**src/rtl/hdmi_line_fetch_ctrl.sv**
```systemverilog
// Purpose : turns each line_request into Avalon-MM burst reads from the front frame buffer and
//           streams the words out as one Avalon-ST packet per video line.
// Latency : avm_read_o 1 cycle after line_request_i; aso_* 1 cycle after each readdatavalid beat.
// Backpr. : none downstream (sink must take every word); upstream stalls only via avm_waitrequest_i.
//
// Ports
//   clk, reset_n                      system clock, async active-low reset
//   frame_start_i                     frame boundary pulse (front buffer swap, line counter reset)
//   line_request_i                    fetch the next line
//   wr_frame_done_i, wr_buf_i         writer completed buffer wr_buf_i
//   frame_buffer_ready_o              at least one complete frame has been written
//   avm_*                             Avalon-MM burst read master
//   aso_*                             Avalon-ST source, one packet per line
//   overrun_o                         sticky: line request seen while a line was in flight
//   line_cnt_o                        line being fetched / next line to fetch
module hdmi_line_fetch_ctrl #(
  parameter int                    DATA_WIDTH = 32,
  parameter int                    ADDR_WIDTH = 32,
  parameter int                    LINE_WORDS = 1280,
  parameter int                    LINES      = 720,
  parameter int                    BURST_LEN  = 64,
  parameter logic [ADDR_WIDTH-1:0] BUF0_BASE  = 'h0000_0000,
  parameter logic [ADDR_WIDTH-1:0] BUF1_BASE  = 'h0040_0000
) (
  input  logic                          clk,
  input  logic                          reset_n,
  input  logic                          frame_start_i,
  input  logic                          line_request_i,
  input  logic                          wr_frame_done_i,
  input  logic                          wr_buf_i,
  output logic                          frame_buffer_ready_o,
  output logic [ADDR_WIDTH-1:0]         avm_address_o,
  output logic                          avm_read_o,
  output logic [$clog2(BURST_LEN):0]    avm_burstcount_o,
  input  logic                          avm_waitrequest_i,
  input  logic [DATA_WIDTH-1:0]         avm_readdata_i,
  input  logic                          avm_readdatavalid_i,
  output logic                          aso_valid_o,
  output logic [DATA_WIDTH-1:0]         aso_data_o,
  output logic                          aso_startofpacket_o,
  output logic                          aso_endofpacket_o,
  output logic                          overrun_o,
  output logic [$clog2(LINES)-1:0]      line_cnt_o
);

  localparam int BCW   = $clog2(BURST_LEN) + 1;
  localparam int BW    = $clog2(BURST_LEN);
  localparam int WIW   = $clog2(LINE_WORDS + 1);
  localparam int LCW   = $clog2(LINES);
  localparam int BYTES = DATA_WIDTH / 8;

  localparam logic [1:0] IDLE = 2'd0;
  localparam logic [1:0] REQ  = 2'd1;
  localparam logic [1:0] DATA = 2'd2;
  localparam logic [1:0] DONE = 2'd3;

  logic [1:0]      state;
  logic            front_buf;
  logic            pending_buf;
  logic            fs_pend;      // frame_start seen while busy, applied on the way back to IDLE
  logic            frame_ready;
  logic            overrun;
  logic [LCW-1:0]  line_cnt;
  logic [WIW-1:0]  word_idx;     // line word index of the current burst's first word
  logic [BW-1:0]   beat_cnt;

  logic                  pend_nxt;
  logic                  beat_fire;
  logic                  last_beat;
  logic                  last_burst;
  logic [ADDR_WIDTH-1:0] word_off;
  logic [ADDR_WIDTH-1:0] base_addr;

  // A writer completion in the same cycle as frame_start wins over the stored pending index.
  assign pend_nxt   = wr_frame_done_i ? wr_buf_i : pending_buf;
  assign beat_fire  = (state == DATA) && avm_readdatavalid_i;
  assign last_beat  = beat_fire && (beat_cnt == BW'(BURST_LEN - 1));
  assign last_burst = (word_idx + WIW'(BURST_LEN)) == WIW'(LINE_WORDS);

  // front_buf and line_cnt cannot change outside IDLE/DONE, so the address is stable through REQ.
  assign word_off  = ADDR_WIDTH'(line_cnt) * ADDR_WIDTH'(LINE_WORDS) + ADDR_WIDTH'(word_idx);
  assign base_addr = front_buf ? BUF1_BASE : BUF0_BASE;

  assign avm_read_o           = (state == REQ);
  assign avm_address_o        = (state == REQ) ? base_addr + word_off * ADDR_WIDTH'(BYTES) : '0;
  assign avm_burstcount_o     = (state == REQ) ? BCW'(BURST_LEN) : '0;
  assign frame_buffer_ready_o = frame_ready;
  assign overrun_o            = overrun;
  assign line_cnt_o           = line_cnt;

  always_ff @(posedge clk or negedge reset_n) begin
    if (!reset_n) begin
      state               <= IDLE;
      front_buf           <= 1'b0;
      pending_buf         <= 1'b0;
      fs_pend             <= 1'b0;
      frame_ready         <= 1'b0;
      overrun             <= 1'b0;
      line_cnt            <= '0;
      word_idx            <= '0;
      beat_cnt            <= '0;
      aso_valid_o         <= 1'b0;
      aso_data_o          <= '0;
      aso_startofpacket_o <= 1'b0;
      aso_endofpacket_o   <= 1'b0;
    end else begin
      if (wr_frame_done_i) begin
        pending_buf <= wr_buf_i;
        frame_ready <= 1'b1;
      end

      if (line_request_i && (state != IDLE)) begin
        overrun <= 1'b1;
      end

      if (frame_start_i && ((state == REQ) || (state == DATA))) begin
        fs_pend <= 1'b1;
      end

      // Stream side: beats outside DATA (e.g. stragglers after a reset) are dropped here.
      aso_valid_o         <= beat_fire;
      aso_startofpacket_o <= beat_fire && (word_idx == '0) && (beat_cnt == '0);
      aso_endofpacket_o   <= beat_fire && ((word_idx + WIW'(beat_cnt)) == WIW'(LINE_WORDS - 1));
      if (beat_fire) begin
        aso_data_o <= avm_readdata_i;
      end

      case (state)
        IDLE: begin
          if (frame_start_i) begin
            line_cnt  <= '0;
            front_buf <= pend_nxt;
          end
          if (line_request_i && frame_ready) begin
            word_idx <= '0;
            beat_cnt <= '0;
            state    <= REQ;
          end
        end
        REQ: begin
          if (!avm_waitrequest_i) begin
            state <= DATA;
          end
        end
        DATA: begin
          if (beat_fire) begin
            beat_cnt <= beat_cnt + BW'(1);
          end
          if (last_beat) begin
            beat_cnt <= '0;
            if (last_burst) begin
              word_idx <= '0;
              state    <= DONE;
            end else begin
              word_idx <= word_idx + WIW'(BURST_LEN);
              state    <= REQ;
            end
          end
        end
        default: begin  // DONE
          if (frame_start_i || fs_pend) begin
            line_cnt  <= '0;
            front_buf <= pend_nxt;
            fs_pend   <= 1'b0;
          end else begin
            line_cnt <= (line_cnt == LCW'(LINES - 1)) ? '0 : line_cnt + LCW'(1);
          end
          state <= IDLE;
        end
      endcase
    end
  end

endmodule

```
**config.mk**
```make
export PLATFORM = sky130hd
export DESIGN_NAME = hdmi_line_fetch_ctrl
export DESIGN_NICKNAME = d
export VERILOG_FILES = /design/src/rtl/hdmi_line_fetch_ctrl.sv
export SDC_FILE = /design/constraint.sdc
export NUM_CORES = 1
export LEC_CHECK = 0
export ABC_AREA = 1
export CAP_MARGIN = 20
export CORE_UTILIZATION = 45
export CTS_CLUSTER_SIZE = 28
export DETAILED_ROUTE_END_ITERATION = 12
export PLACE_DENSITY = 0.82
export SLEW_MARGIN = 5
export SYNTH_ARGS = -nofsm -noshare
export SYNTH_HDL_FRONTEND = slang
export SYNTH_SLANG_ARGS = --single-unit
```
**constraint.sdc**
```tcl
create_clock -name clk -period 4.49 [get_ports clk]
set_input_delay 0.898 -clock clk [delete_from_list [all_inputs] [get_ports clk]]
set_output_delay 0.898 -clock clk [all_outputs]
set_load 0.005 [all_outputs]
```
==> impl_metrics.env, run 1 <==
export IMPL_finalMaxSlewViolations=0
export IMPL_cts_sinks=63
export IMPL_max_slew_margin=0.4144
export IMPL_drt_wl_total_mm=9.463
export IMPL_syn_cell_area_um2=3918
export IMPL_htreeDepth=3
export IMPL_final_cell_mix="nand2_1 (165), clkdlybuf4s50_1 (102), dfrtp_1 (61)"
export IMPL_power_density_nw_per_um2=446.7
export IMPL_clk_latency_ns=0.34
export IMPL_grt_max_degree=40
export IMPL_p_comb_frac=0.421
export IMPL_worstPathBufferInverterCount=4
export IMPL_die_area_um2=9083
export IMPL_power_switching_mw=0.8438
export IMPL_cts_root_buf="clkbuf_8"
export IMPL_worstPathMaxFanout=4
export IMPL_fin_cells=725
export IMPL_worst_setup_path_start_kind="flop"
export IMPL_final_area_um2=5223
export IMPL_ff2ff_path_depth=10
export IMPL_synth_edff_count=0
export IMPL_final_util=0.6262
export IMPL_fin_nets=688
export IMPL_port_buffers=104
export IMPL_final_common_cell="nand2_1"
export IMPL_setup_tns_ns=0
export IMPL_skew_ns=0.01268
export IMPL_crit_type="reg -> out"
export IMPL_grt_pass1_wl_mm=15.38
export IMPL_regToRegEndpoint="word_idx[6]$_DFFE_PN0P_"
export IMPL_timing_final_crit_period_ns=4.358
export IMPL_leakage_nw=2.671
export IMPL_start_util=0.4697
export IMPL_place_inst=707
export IMPL_vias_per_cell=4.942
export IMPL_vias=3583
export IMPL_fillers=712
export IMPL_ys_flop_type="dfrtp_1"
export IMPL_synth_seq_area_share=0.4024
export IMPL_p_clk_frac=0.213
export IMPL_worstReg2RegStart="state[0]$_DFFE_PN0P_"
export IMPL_cts_hold_buffers_added=0
export IMPL_cap_violations=0
export IMPL_antenna_found_initial=0
export IMPL_grt_pass1_vias=3502
export IMPL_worstPathRequired_ns=3.59
export IMPL_wire_per_inst_um=13.05
export IMPL_synth_cells=506
export IMPL_clock_fmax_ghz=0.2295
export IMPL_dieWidth_um=95.31
export IMPL_n_antenna_cell=0
export IMPL_hold_viol_final=0
export IMPL_syn_area_per_cell_um2=7.742
export IMPL_p_int_mw=1.489
export IMPL_gr_total_overflow=0
export IMPL_status="finished clean"
export IMPL_cpLargestDelayFamily="adder cells"
export IMPL_drtIter0Drc=140
export IMPL_seqPwrFrac=0.366
export IMPL_dp_hpwl_mm=6.952
export IMPL_switching_share=0.3617
export IMPL_synth_cell_types=40
export IMPL_reg2reg_slack_ns=1.89
export IMPL_drive_gt1_frac=0.06613
export IMPL_cts_tree="done"
export IMPL_hp_class="reg -> reg"
export IMPL_die_h_um=95.31
export IMPL_hold_slack_ns=0.4653
export IMPL_placed_area_um2=4969
export IMPL_postRouteAntennaNets=0
export IMPL_cts_buffer_depth=2
export IMPL_grt_usage=0.2185
export IMPL_holdPathStages=2
export IMPL_min_to="pending_buf$_DFF_PN0_"
export IMPL_path_common_cell="nand2_1"
export IMPL_crit_slowest_cell="clkdlybuf4s50_1"
export IMPL_rows=33
export IMPL_setup_viol=0
export IMPL_holdCritStartpoint="pending_buf$_DFF_PN0_"
export IMPL_ys_async_sr_fraction=1.000
export IMPL_vdd_ir_drop_max_mv=0.3058
export IMPL_cp_end_kind="output pin"
export IMPL_cts_made_buffers=9
export IMPL_synthToLayoutAreaGrowth_pct=33.31
export IMPL_worstPathArrival_ns=3.46
export IMPL_drc=0
export IMPL_critPathMaxStageDelay_ns=0.49
export IMPL_core_area_um2=8341
export IMPL_ios=127
export IMPL_fin_crit_sh=0.9706
export IMPL_synth_warnings=0
export IMPL_place_congestion=0.8608
export IMPL_clk_pin_slew_worst_paths_ns=0.07
export IMPL_max_slew_worst_pin_slew_ns=0.8784
export IMPL_ys_ff_latch=63
export IMPL_worstPathCellList="ha_1, ha_2, inv_1, fa_2, inv_1, nand2_1, nand2_2, nand3_1, nand2_1, nand2_1, nand2_2, nor2_4, nand4_1, o21ai_1, ha_1, nand2_1, inv_1, clkdlybuf4s50_1"
export IMPL_dr_pass1_iters=4
-- timing repair --
item	CTS	global route
setup buffers	0	2
pin swaps	0	3
endpoints found under the setup margin	2	2
resized for setup	4	10
-- cell families after synthesis --
| logic type | synth area share |
|---|---|
| AO/OA/AOI/OAI | 0.08241 |
| flip-flops | 0.4024 |
| adder cells (fa/ha/maj) | 0.1092 |
| buffers and inverters | 0.1089 |
| other | 0.0009572 |
| multiplexers | 0.005429 |
| AND/OR/NAND/NOR | 0.2660 |
| XOR/XNOR | 0.02459 |
-- sequential cells by signal (all words and copies together), names as in the netlist --
name and cells:
beat_cnt 6, line_cnt_o 10, state 2, overrun_o 1
aso_endofpacket_o 1, front_buf 1, word_idx 5, pending_buf 1
aso_data_o 32, frame_buffer_ready_o 1, aso_valid_o 1, fs_pend 1
aso_startofpacket_o 1
-- synth_stat cells (2+ instances only) --
cell type	number	area, µm²
a21oi_1	20	100.1
buf_4	22	165.2
clkbuf_1	7	26.28
dfrtp_1	63	1577
fa_1	2	40.04
ha_1	31	387.9
inv_1	57	214.0
nand2_1	168	630.6
nand2_4	2	22.52
nand3_1	28	140.1
nand3b_1	2	15.01
nand4_1	4	25.02
nor2_1	35	131.4
nor3_1	8	40.04
nor4_1	2	12.51
o21ai_0	17	85.08
o21ai_1	2	10.01
o21bai_1	2	15.01
o22ai_1	4	25.02
xnor2_1	2	17.52
xor2_1	9	78.83
-- metrics by stage --
stage	power (mW)	worst slack, ns
3_3_place_gp	1.802	0.4493
6_report	2.333	0.1322
4_1_cts	2.345	0.01399
2_1_floorplan	1.361	1.032
5_1_grt	2.503	-0.08935
3_5_place_dp	1.834	0.2612
-- layout make-up --
| cell class | count | area [µm²] | share of cell area |
|---|---|---|---|
| clock inverters | 5 | 57.56 | 0.01102 |
| well taps | 105 | 131.4 | 0.02516 |
| inverters | 59 | 224.0 | 0.04288 |
| repair buffers | 107 | 1061 | 0.2032 |
| multi-input cells | 375 | 2028 | 0.3884 |
| flip-flops and latches | 63 | 1579 | 0.3023 |
| clock buffers | 11 | 141.4 | 0.02707 |
-- power by group through the flow --
stage,sequential [mW],combinational (mW),clock [mW]
after floorplan,0.854,0.507,0
after global placement,0.853,0.950,0
after detailed placement,0.856,0.978,0
after CTS,0.856,0.983,0.507
after global routing,0.875,1.10,0.531
final,0.854,0.982,0.497
-- layer usage --
metal,GRT usage,vias to the layer above,share of wire
met4,0.09596,0,0.015
met1,0.2538,1655,0.44
met5,0,-,0
met3,0.07735,16,0.088
met2,0.3619,130,0.46
li1,-,1782,-
-- worst min-delay path, cell delays in order, from the launching register on --
cell and delay (ns):
dfrtp_1 0.32, nand2_1 0.05, nand2_1 0.06
-- worst max-delay path by stage --
stage                         startpoint           endpoint  depth (start not counted)
2_1_floorplan  line_cnt_o[1]$_DFFE_PN0P_  avm_address_o[23]                         18
3_3_place_gp   line_cnt_o[1]$_DFFE_PN0P_  avm_address_o[23]                         18
3_5_place_dp   line_cnt_o[1]$_DFFE_PN0P_  avm_address_o[23]                         16
4_1_cts        line_cnt_o[1]$_DFFE_PN0P_  avm_address_o[23]                         16
5_1_grt        line_cnt_o[1]$_DFFE_PN0P_  avm_address_o[22]                         18
6_report       line_cnt_o[1]$_DFFE_PN0P_  avm_address_o[22]                         18
No activity file was read; power rests on OpenSTA's default activity.
==> run 2, diff against run 1 <==
MAX_ROUTING_LAYER = met4   (was unset)
==> run 2 against run 1 <==
- sequential power barely moved
- die area did not move
- worst setup slack improved by 0.010 ns
- first-iteration DRC count rose by 8.6%
- register-to-register slack barely moved
- global-route usage rose by 0.71 points
- power fell by 0.11%
- combinational power barely moved
- clock power barely moved
==> impl_metrics.env, run 2 (same netlist as run 1, synthesis figures left out) <==
export IMPL_drtIter0Drc=152
export IMPL_clk_pin_slew_worst_paths_ns=0.07
export IMPL_largest_reg_flops=32
export IMPL_cts_sinks=63
export IMPL_start_util=0.4697
export IMPL_setup_worst_path_start="line_cnt_o[1]$_DFFE_PN0P_"
export IMPL_skew_ns=0.008883
export IMPL_cts_tree="done"
export IMPL_grt_pass1_wl_mm=15.39
export IMPL_ff2ff_path_depth=10
export IMPL_port_buffers=104
export IMPL_max_slew_worst_pin_slew_ns=0.8752
export IMPL_power_density_nw_per_um2=446.2
export IMPL_htreeDepth=3
export IMPL_vias=3605
export IMPL_setup_tns_ns=0
export IMPL_rows=33
export IMPL_gr_total_overflow=0
export IMPL_worstPathArrival_ns=3.45
export IMPL_min_to="pending_buf$_DFF_PN0_"
export IMPL_grt_pass1_vias=3511
export IMPL_postRouteAntennaNets=0
export IMPL_cts_hold_buffers_added=0
export IMPL_die_h_um=95.31
export IMPL_grt_use_met2=0.3607
export IMPL_cp_end_kind="output pin"
export IMPL_hold_viol_final=0
export IMPL_final_util=0.6262
export IMPL_final_area_um2=5223
export IMPL_largest_register="aso_data_o"
export IMPL_final_common_cell="nand2_1"
export IMPL_n_antenna_cell=0
export IMPL_die_area_um2=9083
export IMPL_ios=127
export IMPL_finalMaxSlewViolations=0
export IMPL_status="finished clean"
export IMPL_drive_gt1_frac=0.06613
export IMPL_fin_nets=688
export IMPL_drc=0
export IMPL_timing_final_crit_period_ns=4.348
export IMPL_wire_per_inst_um=13.02
export IMPL_clk_latency_ns=0.33
export IMPL_holdPathStages=2
export IMPL_antenna_found_initial=0
export IMPL_cts_made_buffers=9
export IMPL_dieWidth_um=95.31
export IMPL_holdCritStartpoint="pending_buf$_DFF_PN0_"
export IMPL_worstReg2RegStart="state[0]$_DFFE_PN0P_"
export IMPL_worst_setup_path_start_kind="flop"
export IMPL_leakage_nw=2.671
export IMPL_final_cell_mix="nand2_1 (165), clkdlybuf4s50_1 (102), dfrtp_1 (61)"
export IMPL_worstPathMaxFanout=4
export IMPL_vdd_ir_drop_max_mv=0.3065
export IMPL_met3_usage=0.05821
export IMPL_grt_usage=0.2256
export IMPL_dr_pass1_iters=4
export IMPL_crit_type="reg -> out"
export IMPL_regToRegEndpoint="word_idx[6]$_DFFE_PN0P_"
export IMPL_vias_per_cell=4.972
export IMPL_cap_violations=0
export IMPL_hp_class="reg -> reg"
export IMPL_cts_root_buf="clkbuf_8"
export IMPL_place_inst=707
export IMPL_synthToLayoutAreaGrowth_pct=33.31
export IMPL_fin_cells=725
export IMPL_fin_crit_sh=0.9683
export IMPL_grtUsageMet1=0.2644
export IMPL_cts_buffer_depth=2
export IMPL_dp_hpwl_mm=6.952
export IMPL_core_area_um2=8341
export IMPL_grt_busiest_layer="met2"
export IMPL_place_congestion=0.8746
export IMPL_reg2reg_slack_ns=1.88
export IMPL_grt_max_degree=40
export IMPL_max_slew_margin=0.4165
export IMPL_setup_viol=0
export IMPL_worstPathRequired_ns=3.59
export IMPL_placed_area_um2=4969
export IMPL_drt_wl_total_mm=9.440
export IMPL_hold_slack_ns=0.4650
export IMPL_clock_fmax_ghz=0.2300
[run 2: worst max path at each step]
stage | to | slack (ns) | depth (start not counted)
after CTS | avm_address_o[23] | 0.01 | 16
after detailed placement | avm_address_o[23] | 0.26 | 16
final | avm_address_o[22] | 0.14 | 18
after global routing | avm_address_o[22] | -0.09 | 18
after floorplan | avm_address_o[23] | 1.03 | 18
after global placement | avm_address_o[23] | 0.45 | 18
[run 2: stage by stage]
step	worst slack, ns	power (mW)
floorplan	1.032	1.361
global placement	0.4493	1.802
detailed placement	0.2612	1.834
CTS	0.01399	2.345
global route	-0.08964	2.503
finish	0.1423	2.330
[run 2: cell type report]
| class | instances | area (µm²) |
|---|---|---|
| clock buffers | 11 | 141.4 |
| clock inverters | 5 | 57.56 |
| fillers | 712 | 3118 |
| inverters | 59 | 224.0 |
| multi-input cells | 375 | 2028 |
| flip-flops and latches | 63 | 1579 |
| well taps | 105 | 131.4 |
| repair buffers | 107 | 1061 |
[run 2: per-layer routing]
metal | vias to the layer above | routed length, µm
li1 | 1785 | -
met1 | 1665 | 4148
met2 | 137 | 4394
met3 | 18 | 737
met4 | 0 | 160
met5 | - | 0
[run 2: report_power, final]
part / total, mW / switching (mW) / internal [mW]
combinational: 0.981 / 0.502 / 0.479
sequential: 0.854 / 0.116 / 0.738
clock: 0.495 / 0.224 / 0.272
total: 2.33 / 0.841 / 1.49
[run 2: worst max-delay path, cell delays in order (launching register included)]
cell and delay, ns:
dfrtp_2 0.44, ha_1 0.32, ha_2 0.21, inv_1 0.07, fa_2 0.40, inv_1 0.07
nand2_1 0.05, nand2_2 0.10, nand3_1 0.09, nand2_1 0.07, nand2_1 0.09, nand2_2 0.12
nor2_4 0.05, nand4_1 0.07, o21ai_1 0.08, ha_1 0.28, nand2_1 0.05, inv_1 0.07
clkdlybuf4s50_1 0.48
[run 2: what timing repair did]
| item | in CTS | in global routing |
|---|---|---|
| setup endpoints to repair | 2 | 2 |
| buffers inserted | 0 | 2 |
| pin swaps | 0 | 3 |
| resized for setup | 4 | 10 |
==> run 3, diff against run 2 <==
CAP_MARGIN = unset   (was 20)
REMOVE_ABC_BUFFERS = 1   (was unset)
==> run 3 against run 2 <==
- clock skew down 0.0026 ns
- maximum frequency up 3.1%
- die area did not move
- clock power is 23% higher
- global-route usage is 0.60 points higher
- core utilization rose by 1.0 points
- final cell count grew 0.55%
- wire length rose by 2.4%
- worst setup slack gained 0.13 ns
- sequential power hardly changed
- critical path type unchanged
- largest cell class unchanged
==> impl_metrics.env, run 3 (same netlist as run 1, synthesis figures left out) <==
export IMPL_worstPathRequired_ns=3.59
export IMPL_grt_max_degree=36
export IMPL_ff2ff_path_depth=10
export IMPL_drt_wl_total_mm=9.662
export IMPL_antenna_found_initial=0
export IMPL_grt_usage=0.2316
export IMPL_cts_root_buf="clkbuf_8"
export IMPL_synthToLayoutAreaGrowth_pct=35.52
export IMPL_hp_class="reg -> reg"
export IMPL_finalMaxSlewViolations=0
export IMPL_hold_viol_final=0
export IMPL_cts_tree="done"
export IMPL_core_area_um2=8341
export IMPL_status="finished clean"
export IMPL_die_area_um2=9083
export IMPL_drive_gt1_frac=0.07853
export IMPL_wire_per_inst_um=13.25
export IMPL_fin_nets=692
export IMPL_crit_slowest_cell="fa_2"
export IMPL_n_antenna_cell=0
export IMPL_grt_pass1_wl_mm=15.79
export IMPL_final_util=0.6365
export IMPL_dieWidth_um=95.31
export IMPL_vias=3631
export IMPL_drtIter0Drc=130
export IMPL_worst_setup_path_start_kind="flop"
export IMPL_leakage_nw=2.710
export IMPL_port_buffers=104
export IMPL_dr_pass1_iters=4
export IMPL_dp_hpwl_mm=7.108
export IMPL_grt_pass1_vias=3635
export IMPL_clock_fmax_ghz=0.2371
export IMPL_clk_latency_ns=0.34
export IMPL_placed_area_um2=4969
export IMPL_cts_buffer_depth=2
export IMPL_vias_per_cell=4.981
export IMPL_htreeDepth=3
export IMPL_largest_reg_flops=32
export IMPL_drc=0
export IMPL_rows=33
export IMPL_start_util=0.4697
export IMPL_max_slew_margin=0.4857
export IMPL_timing_final_crit_period_ns=4.217
export IMPL_power_mw=2.449
export IMPL_rsz0062_at_grt="false"
export IMPL_cap_violations=0
export IMPL_setup_worst_path_start="line_cnt_o[1]$_DFFE_PN0P_"
export IMPL_worstPathMaxFanout=3
export IMPL_final_area_um2=5309
export IMPL_setup_viol=0
export IMPL_die_h_um=95.31
export IMPL_cp_end_kind="output pin"
export IMPL_place_congestion=0.8449
export IMPL_setup_tns_ns=0
export IMPL_clk_pin_slew_worst_paths_ns=0.07
export IMPL_power_density_nw_per_um2=461.2
export IMPL_final_cell_mix="nand2_1 (164), clkdlybuf4s50_1 (102), dfrtp_1 (61)"
export IMPL_max_slew_worst_pin_slew_ns=0.7715
export IMPL_largest_register="aso_data_o"
export IMPL_holdPathStages=2
export IMPL_worstPathCellList="ha_1, ha_2, inv_1, fa_2, inv_2, nand2_2, nor2_4, nand2_2, nor2_4, nand4_1, o21ai_2, ha_1, nand2_1, inv_1, clkdlybuf4s50_1"
export IMPL_postRouteAntennaNets=0
export IMPL_skew_ns=0.006264
export IMPL_worstPathArrival_ns=3.32
export IMPL_gr_total_overflow=0
export IMPL_crit_type="reg -> out"
export IMPL_worstReg2RegStart="state[0]$_DFFE_PN0P_"
export IMPL_critPathMaxStageDelay_ns=0.46
export IMPL_holdCritStartpoint="aso_data_o[9]$_DFFE_PN0P_"
export IMPL_ios=127
export IMPL_cts_made_buffers=9
export IMPL_cts_sinks=63
export IMPL_final_common_cell="nand2_1"
export IMPL_fin_crit_sh=0.9393
export IMPL_vdd_ir_drop_max_mv=0.3426
## run 3: changes by cell type in the layout (fill, tap and decap cells not counted), sizes merged
cell and change:
buf +4, bufinv +2, clkbuf -2, clkinv -2, clkinvlp +1, inv +1
## run 3: area by class of cell
class                      count  area [µm²]
sequential                    63        1579
tap                          105       131.4
multi-input combinational    375        2039
timing repair buffer         111        1091
clock buffer                   9       123.9
fill                         724        3032
clock inverter                 7       120.1
inverter                      59       224.0
## run 3: where the power goes
group | total [mW] | internal [mW] | switching (mW)
logic | 0.987 | 0.478 | 0.509
clock network | 0.609 | 0.371 | 0.239
registers | 0.853 | 0.738 | 0.115
total | 2.45 | 1.59 | 0.862
## run 3: final timing paths
kind	to	slack (ns)
min in group asynchronous	aso_data_o[12]$_DFFE_PN0P_	0.59
hold / removal	aso_data_o[9]$_DFFE_PN0P_	0.48
max in group asynchronous	line_cnt_o[2]$_DFFE_PN0P_	2.98
hold reg to reg	aso_data_o[9]$_DFFE_PN0P_	0.48
setup / recovery	avm_address_o[22]	0.27
setup reg to reg	word_idx[6]$_DFFE_PN0P_	1.84
## run 3: stage by stage
step           hold slack [ns]  cells  setup WS [ns]
6_report                0.4837    729         0.2727
5_1_grt                 0.5154    729        0.03582
4_1_cts                 0.4879    725       0.002587
3_5_place_dp            0.4636    707         0.2126
3_3_place_gp            0.4606    707         0.3242
2_1_floorplan           0.4331    497          1.028
## run 3: metal layers
metal	track usage	part of all wire	wire, µm
met3	0.07974	0.088	846
met1	0.2500	0.42	4098
met4	0.09091	0.015	144
met2	0.3899	0.47	4573
met5	-	0	0
## run 3: critical path, delay by kind of cell (launching register included)
kind            cells  cell delay [ns]
compound gates      1             0.09
fa+ha+maj           4             1.21
buf+inv             4             0.64
flops               1             0.41
simple gates        6             0.64
## run 3: repair_timing
action | CTS | global route
endpoints found under the setup margin | 2 | 2
hold buffers | 0 | 0
resized for setup | 5 | 13
pin swaps | 0 | 4
buffers inserted | 2 | 4
